==> src/rtl/cam_pkg.sv <==
// Shared definitions for the camera capture slice: frame geometry, FSM state
// encoding and the RGB565 -> RGB332 pixel packing.
package cam_pkg;

  localparam int unsigned CAM_H_PIX = 160;
  localparam int unsigned CAM_V_PIX = 120;
  localparam int unsigned CAM_NPIX  = CAM_H_PIX * CAM_V_PIX;

  typedef logic [2:0] cam_state_t;

  localparam cam_state_t ST_IDLE       = 3'd0;
  localparam cam_state_t ST_WAIT_FRAME = 3'd1;
  localparam cam_state_t ST_BYTE_HI    = 3'd2;
  localparam cam_state_t ST_BYTE_LO    = 3'd3;
  localparam cam_state_t ST_DONE       = 3'd4;

  // Keep the top 3 bits of red and green and the top 2 bits of blue.
  function automatic logic [7:0] rgb565_to_rgb332(input logic [7:0] hi,
                                                  input logic [7:0] lo);
    return {hi[7:5], hi[2:0], lo[4:3]};
  endfunction

endpackage

==> src/rtl/cam_pix_pack.sv <==
// Pixel assembly for cam_capture: latches the RGB565 high byte and registers
// the packed RGB332 pixel together with its one-cycle write strobe.
module cam_pix_pack
  import cam_pkg::*;
#(
  parameter int DW = 8
) (
  input  logic          clk,
  input  logic          rst_n,
  input  logic          i_hi_en,
  input  logic          i_lo_en,
  input  logic [7:0]    i_cam_data,
  output logic [DW-1:0] o_data,
  output logic          o_we
);

  logic [7:0]    r_hi;
  logic [DW-1:0] r_data;
  logic          r_we;
  logic [7:0]    w_packed;

  assign w_packed = rgb565_to_rgb332(r_hi, i_cam_data);

  always_ff @(posedge clk or negedge rst_n) begin
    if (!rst_n) begin
      r_hi   <= '0;
      r_data <= '0;
      r_we   <= 1'b0;
    end else begin
      r_we <= i_lo_en;
      if (i_hi_en) r_hi <= i_cam_data;
      if (i_lo_en) r_data <= DW'(w_packed);
    end
  end

  assign o_data = r_data;
  assign o_we   = r_we;

endmodule

==> src/rtl/cam_capture.sv <==
// Camera-to-frame-buffer capture: assembles RGB565 byte pairs into RGB332
// writes. Define CAM_CAPTURE_CONT_EN for continuous (free-running) capture.
module cam_capture
  import cam_pkg::*;
#(
  parameter int AW   = 15,
  parameter int DW   = 8,
  parameter int NPIX = CAM_NPIX
) (
  input  logic          clk,
  input  logic          rst_n,
  input  logic          init,
  input  logic          vsync,
  input  logic          href,
  input  logic [7:0]    cam_data,
  output logic [AW-1:0] addr_in,
  output logic [DW-1:0] data_in,
  output logic          regwrite,
  output logic          busy,
  output logic          frame_done
);

  localparam logic [AW-1:0] LAST_ADDR = AW'(NPIX - 1);

  cam_state_t    r_state;
  cam_state_t    w_state_nxt;
  logic          r_vsync_d;
  logic [AW-1:0] r_addr;
  logic          w_hi_en;
  logic          w_lo_en;
  logic          w_we;
  logic [DW-1:0] w_data;

  // vsync high inside a pixel phase ends the frame before any partial write.
  always_comb begin
    w_state_nxt = r_state;
    w_hi_en     = 1'b0;
    w_lo_en     = 1'b0;
    case (r_state)
      ST_IDLE: begin
        if (init) w_state_nxt = ST_WAIT_FRAME;
      end
      ST_WAIT_FRAME: begin
        if (r_vsync_d && !vsync) w_state_nxt = ST_BYTE_HI;
      end
      ST_BYTE_HI: begin
        if (vsync) begin
          w_state_nxt = ST_DONE;
        end else if (href) begin
          w_hi_en     = 1'b1;
          w_state_nxt = ST_BYTE_LO;
        end
      end
      ST_BYTE_LO: begin
        if (vsync) begin
          w_state_nxt = ST_DONE;
        end else if (href) begin
          w_lo_en     = 1'b1;
          w_state_nxt = (r_addr == LAST_ADDR) ? ST_DONE : ST_BYTE_HI;
        end else begin
          w_state_nxt = ST_BYTE_HI;
        end
      end
      ST_DONE: begin
`ifdef CAM_CAPTURE_CONT_EN
        w_state_nxt = ST_WAIT_FRAME;
`else
        w_state_nxt = ST_IDLE;
`endif
      end
      default: w_state_nxt = ST_IDLE;
    endcase
  end

  // The address advances after each strobe; DONE rewinds it for the next frame.
  always_ff @(posedge clk or negedge rst_n) begin
    if (!rst_n) begin
      r_state   <= ST_IDLE;
      r_vsync_d <= 1'b0;
      r_addr    <= '0;
    end else begin
      r_state   <= w_state_nxt;
      r_vsync_d <= vsync;
      if (r_state == ST_DONE) r_addr <= '0;
      else if (w_we)          r_addr <= r_addr + AW'(1);
    end
  end

  cam_pix_pack #(
    .DW(DW)
  ) u_pix_pack (
    .clk       (clk),
    .rst_n     (rst_n),
    .i_hi_en   (w_hi_en),
    .i_lo_en   (w_lo_en),
    .i_cam_data(cam_data),
    .o_data    (w_data),
    .o_we      (w_we)
  );

  assign addr_in    = r_addr;
  assign data_in    = w_data;
  assign regwrite   = w_we;
  assign busy       = (r_state != ST_IDLE);
  assign frame_done = (r_state == ST_DONE);

endmodule

==> config.mk <==
export PLATFORM = sky130hd
export DESIGN_NAME = cam_capture
export DESIGN_NICKNAME = d
export VERILOG_FILES = /design/src/rtl/cam_pkg.sv /design/src/rtl/cam_pix_pack.sv /design/src/rtl/cam_capture.sv
export SDC_FILE = /design/constraint.sdc
export NUM_CORES = 1
export LEC_CHECK = 0
export ABC_AREA = 1
export BUFFER_PORTS_ARGS = -buffer_cell sky130_fd_sc_hd__buf_4
export CAP_MARGIN = 20
export CORE_UTILIZATION = 48
export CTS_BUF_LIST = sky130_fd_sc_hd__clkbuf_16
export DETAILED_ROUTE_END_ITERATION = 8
export PLACE_DENSITY_LB_ADDON = 0.05
export SLEW_MARGIN = 30
export SYNTH_ARGS = -nofsm -noshare
export SYNTH_HDL_FRONTEND = slang
export SYNTH_SLANG_ARGS = --single-unit
==> constraint.sdc <==
create_clock -name clk -period 1.27 [get_ports clk]
set_clock_uncertainty 0.1 [all_clocks]
set_input_delay 0.381 -clock clk [delete_from_list [all_inputs] [get_ports clk]]
set_output_delay 0.381 -clock clk [all_outputs]
set_load 0.02 [all_outputs]
==> results.yml <==
floorplanning:
  io-pin-count: 39
  initial_utilization_pct: 51.0
  floorplan.die_area_mm2: 0.00387
  fp.dieH_um: 62.2
  core_area_mm2: 0.00342
  rows: 21
  dieWidth_um: 62.2
synthesis:
  synth_nets: 228
  synth_sequential_area_ratio_pct: 48.9
  synthesis.yosys.warnings: 0
  netlist.area_leader.share_pct: 48.9
  synth_area_leader_cell: "dfrtp_1"
  flip_flop_and_latch_count_after_synthesis: 34
  syn_area_mm2: 0.00174
  async_reset_ff_share_pct: 100
  ys.flop_type: "dfrtp_1"
  ys_types: 25
  post_synth_main_area_contributors: "dfrtp_1, nand2_1, nor2_1"
  post_synth_fa_ha_maj_area_fraction_pct: 0.719
  synthMuxAreaShare_pct: 0
  post_synth_xor_area_fraction_pct: 0
  synth_simple_gate_area_share_pct: 31.5
  mapped_cells: 214
  post_synth_edffs: 0
  synthesis.area_per_instance_um2: 8.13
  synth_compound_gate_area_share_pct: 11.1
  synth_top_family_by_area: "simple AND/OR/NAND/NOR gates"
drt:
  detail_route.vias_per_cell: 6.23
  detail_route.first_pass.iterations: 5
  antenna_violating_nets_left: 0
  route.final.wire_length_um: 8700
  post_drt_wl_per_cell_um: 24.0
  vias: 2263
  drc_errors: 0
  drt_iter0_drc: 385
clocking:
  clock_sinks: 34
  cts_root_buffer: "clkbuf_16"
  cts.clk_slew.worst_paths_ns: 0.06
  tritoncts: "done"
  clk_latency_ns: 0.29
  numCtsBuffers: 5
  clock_tree.htree_level_count: 2
  cts-root-to-sink-buffers: 2
job:
  maxCapViolations: 0
min_path:
  min-delay-path-class: "primary input to flop"
  holdPathStages: 3
  worstHoldEndpoint: "u_pix_pack.r_hi[6]$_DFFE_PN0P_"
  min-delay-start: "cam_data[6]"
grt:
  gr-usage-all-layers_pct: 30.8
  grt-ovfl-total: 0
  grt_pass1_wl_um: 9230
  grt_pass1_vias: 1962
  grt_max_degree: 35
  antenna_found_initial: 0
worst_setup_path:
  critical_path_required_time_ns: 1.38
  reg2reg_from: "r_state[1]$_DFFE_PN0P_"
  critPathLaunchType: "flop"
  r2r_cells: 9
  r2r_end: "u_pix_pack.o_data[1]$_DFFE_PN0P_"
  critPathMaxFanout: 8
  critical_path.endpoint_type: "flop"
  arrival_ns: 1.86
  worstSetupPathType: "flop to flop"
  setup.reg_to_reg.worst_slack_ns: -0.47
sta:
  fmaxAchievable_mhz: 574
  hold_viol: 0
  fin_tns_setup_ns: -11.54
  timing.max_slew.rel_slack_pct: 70.2
  unrepaired_setup_endpoints_after_global_routing: "yes"
  finalSetupViolations: 59
  timing_worst_slew_pin_value_ns: 0.447
  timing.final.crit_period_ns: 1.74
  final_min_period_over_clock_period_pct: 137
  finalMaxSlewViolations: 0
  smallest_setup_slack_after_layout_ns: -0.471
pwr:
  leakagePower_nw: 1.58
  irDropWorstVdd_v: 0.00148
  power_density_mw_per_mm2: 1780
finish:
  final_common_cell: "buf_4"
  final.fill_count: 83
  final_nets: 330
  drive_gt1_share_pct: 61.5
  insertedDiodeCount: 0
  synthToLayoutAreaGrowth_pct: 86.3
  most-common-layout-cells: "buf_4, buf_6, nand2_1, dfrtp_1, nor2_1"
placement:
  gpl.final_weighted_congestion: 0.850
  detailed_place_hpwl_um: 2650
  port_buffers: 38
  place_ws_ns: -0.194
status:
  violations_in_the_final_reports: "setup timing"
  status: "complete, but fails checks"
[logic make-up after synthesis]
| group | Yosys count |
|---|---|
| adders and majority gates | 1 |
| and+or+nand+nor | 119 |
| buffers and inverters | 32 |
| DFF | 34 |
| AOI/OAI and AO/OA | 28 |
[sequential cells by signal (all words and copies together), names as in the netlist]
name               flops
addr_in               15
r_state                3
u_pix_pack.o_data      8
u_pix_pack.o_we        1
u_pix_pack.r_hi        6
r_vsync_d              1
[synthesized netlist by cell type, types with 2 or more instances]
master,instances
nand2_1,49
dfrtp_1,34
nor2_1,31
inv_1,27
nand3_1,11
nand2_2,8
a21oi_1,7
o21ai_2,7
a21oi_2,6
nand4_1,5
nor2_2,5
o21ai_0,5
nor3_1,4
nor2_4,3
buf_6,2
[metrics by stage]
step                power, mW  hold WS, ns  instance area, µm²  cells  utilization, %
detailed placement       3.00        0.252                2270    313            66.3
CTS                      5.13        0.200                2940    350            85.9
floorplan                2.41      -0.0146                1810    214               -
global placement         2.98        0.253                2270    313            66.3
global route             5.91        0.262                3240    363            94.9
finish                   5.77        0.251                3240    363            94.9
[per-layer routing]
metal / vias up / track usage [%] / share of wire [%]
met2: 227 / 54.5 / 48
met1: 1052 / 36.6 / 33
met3: 92 / 5.88 / 9.2
met4: 0 / 12.8 / 9.9
met5: - / 0 / 0
li1: 892 / - / -
[how the worst max path moves through the flow]
stage                                       from                               end  slack (ns)
after floorplan           addr_in[1]$_DFFE_PN0P_            addr_in[8]$_DFFE_PN0P_       -0.03
after global placement    r_state[1]$_DFFE_PN0P_  u_pix_pack.o_data[1]$_DFFE_PN0P_       -0.14
after detailed placement  r_state[1]$_DFFE_PN0P_  u_pix_pack.o_data[1]$_DFFE_PN0P_       -0.19
after CTS                 r_state[1]$_DFFE_PN0P_                              busy       -0.33
after global routing      r_state[1]$_DFFE_PN0P_  u_pix_pack.o_data[1]$_DFFE_PN0P_       -0.46
final                     r_state[1]$_DFFE_PN0P_  u_pix_pack.o_data[1]$_DFFE_PN0P_       -0.47
[repair_timing]
item,in CTS,in global routing
pin swaps,12,33
setup buffers,26,15
setup endpoints to repair,55,59
resized for setup,69,56
hold buffers,1,0
hold endpoints to repair,34,0
gates cloned,2,0
[critical path, stage by stage (launching register included)]
cell	delay (ns)
dfrtp_1	0.41
buf_6	0.13
inv_4	0.04
nor2_4	0.17
nand2_2	0.11
nor2_4	0.25
nand2_8	0.15
inv_4	0.12
nand2_1	0.09
nand2_1	0.10
[power breakdown]
part / switching [mW] / leakage, nW / internal [mW]
registers: 0.248 / 0.420 / 1.36
logic: 1.38 / 1.07 / 1.18
clock network: 0.488 / 0.0915 / 1.12
[layout make-up]
class	instances	area, µm²	area share, %
inverters	29	120	3.70
flip-flops and latches	34	863	26.6
repair buffers	96	913	28.2
well taps	46	57.6	1.77
clock buffers	5	125	3.86
clock inverters	3	63.8	1.97
multi-input cells	150	1100	33.9
Power figures use the tool's default switching activity.
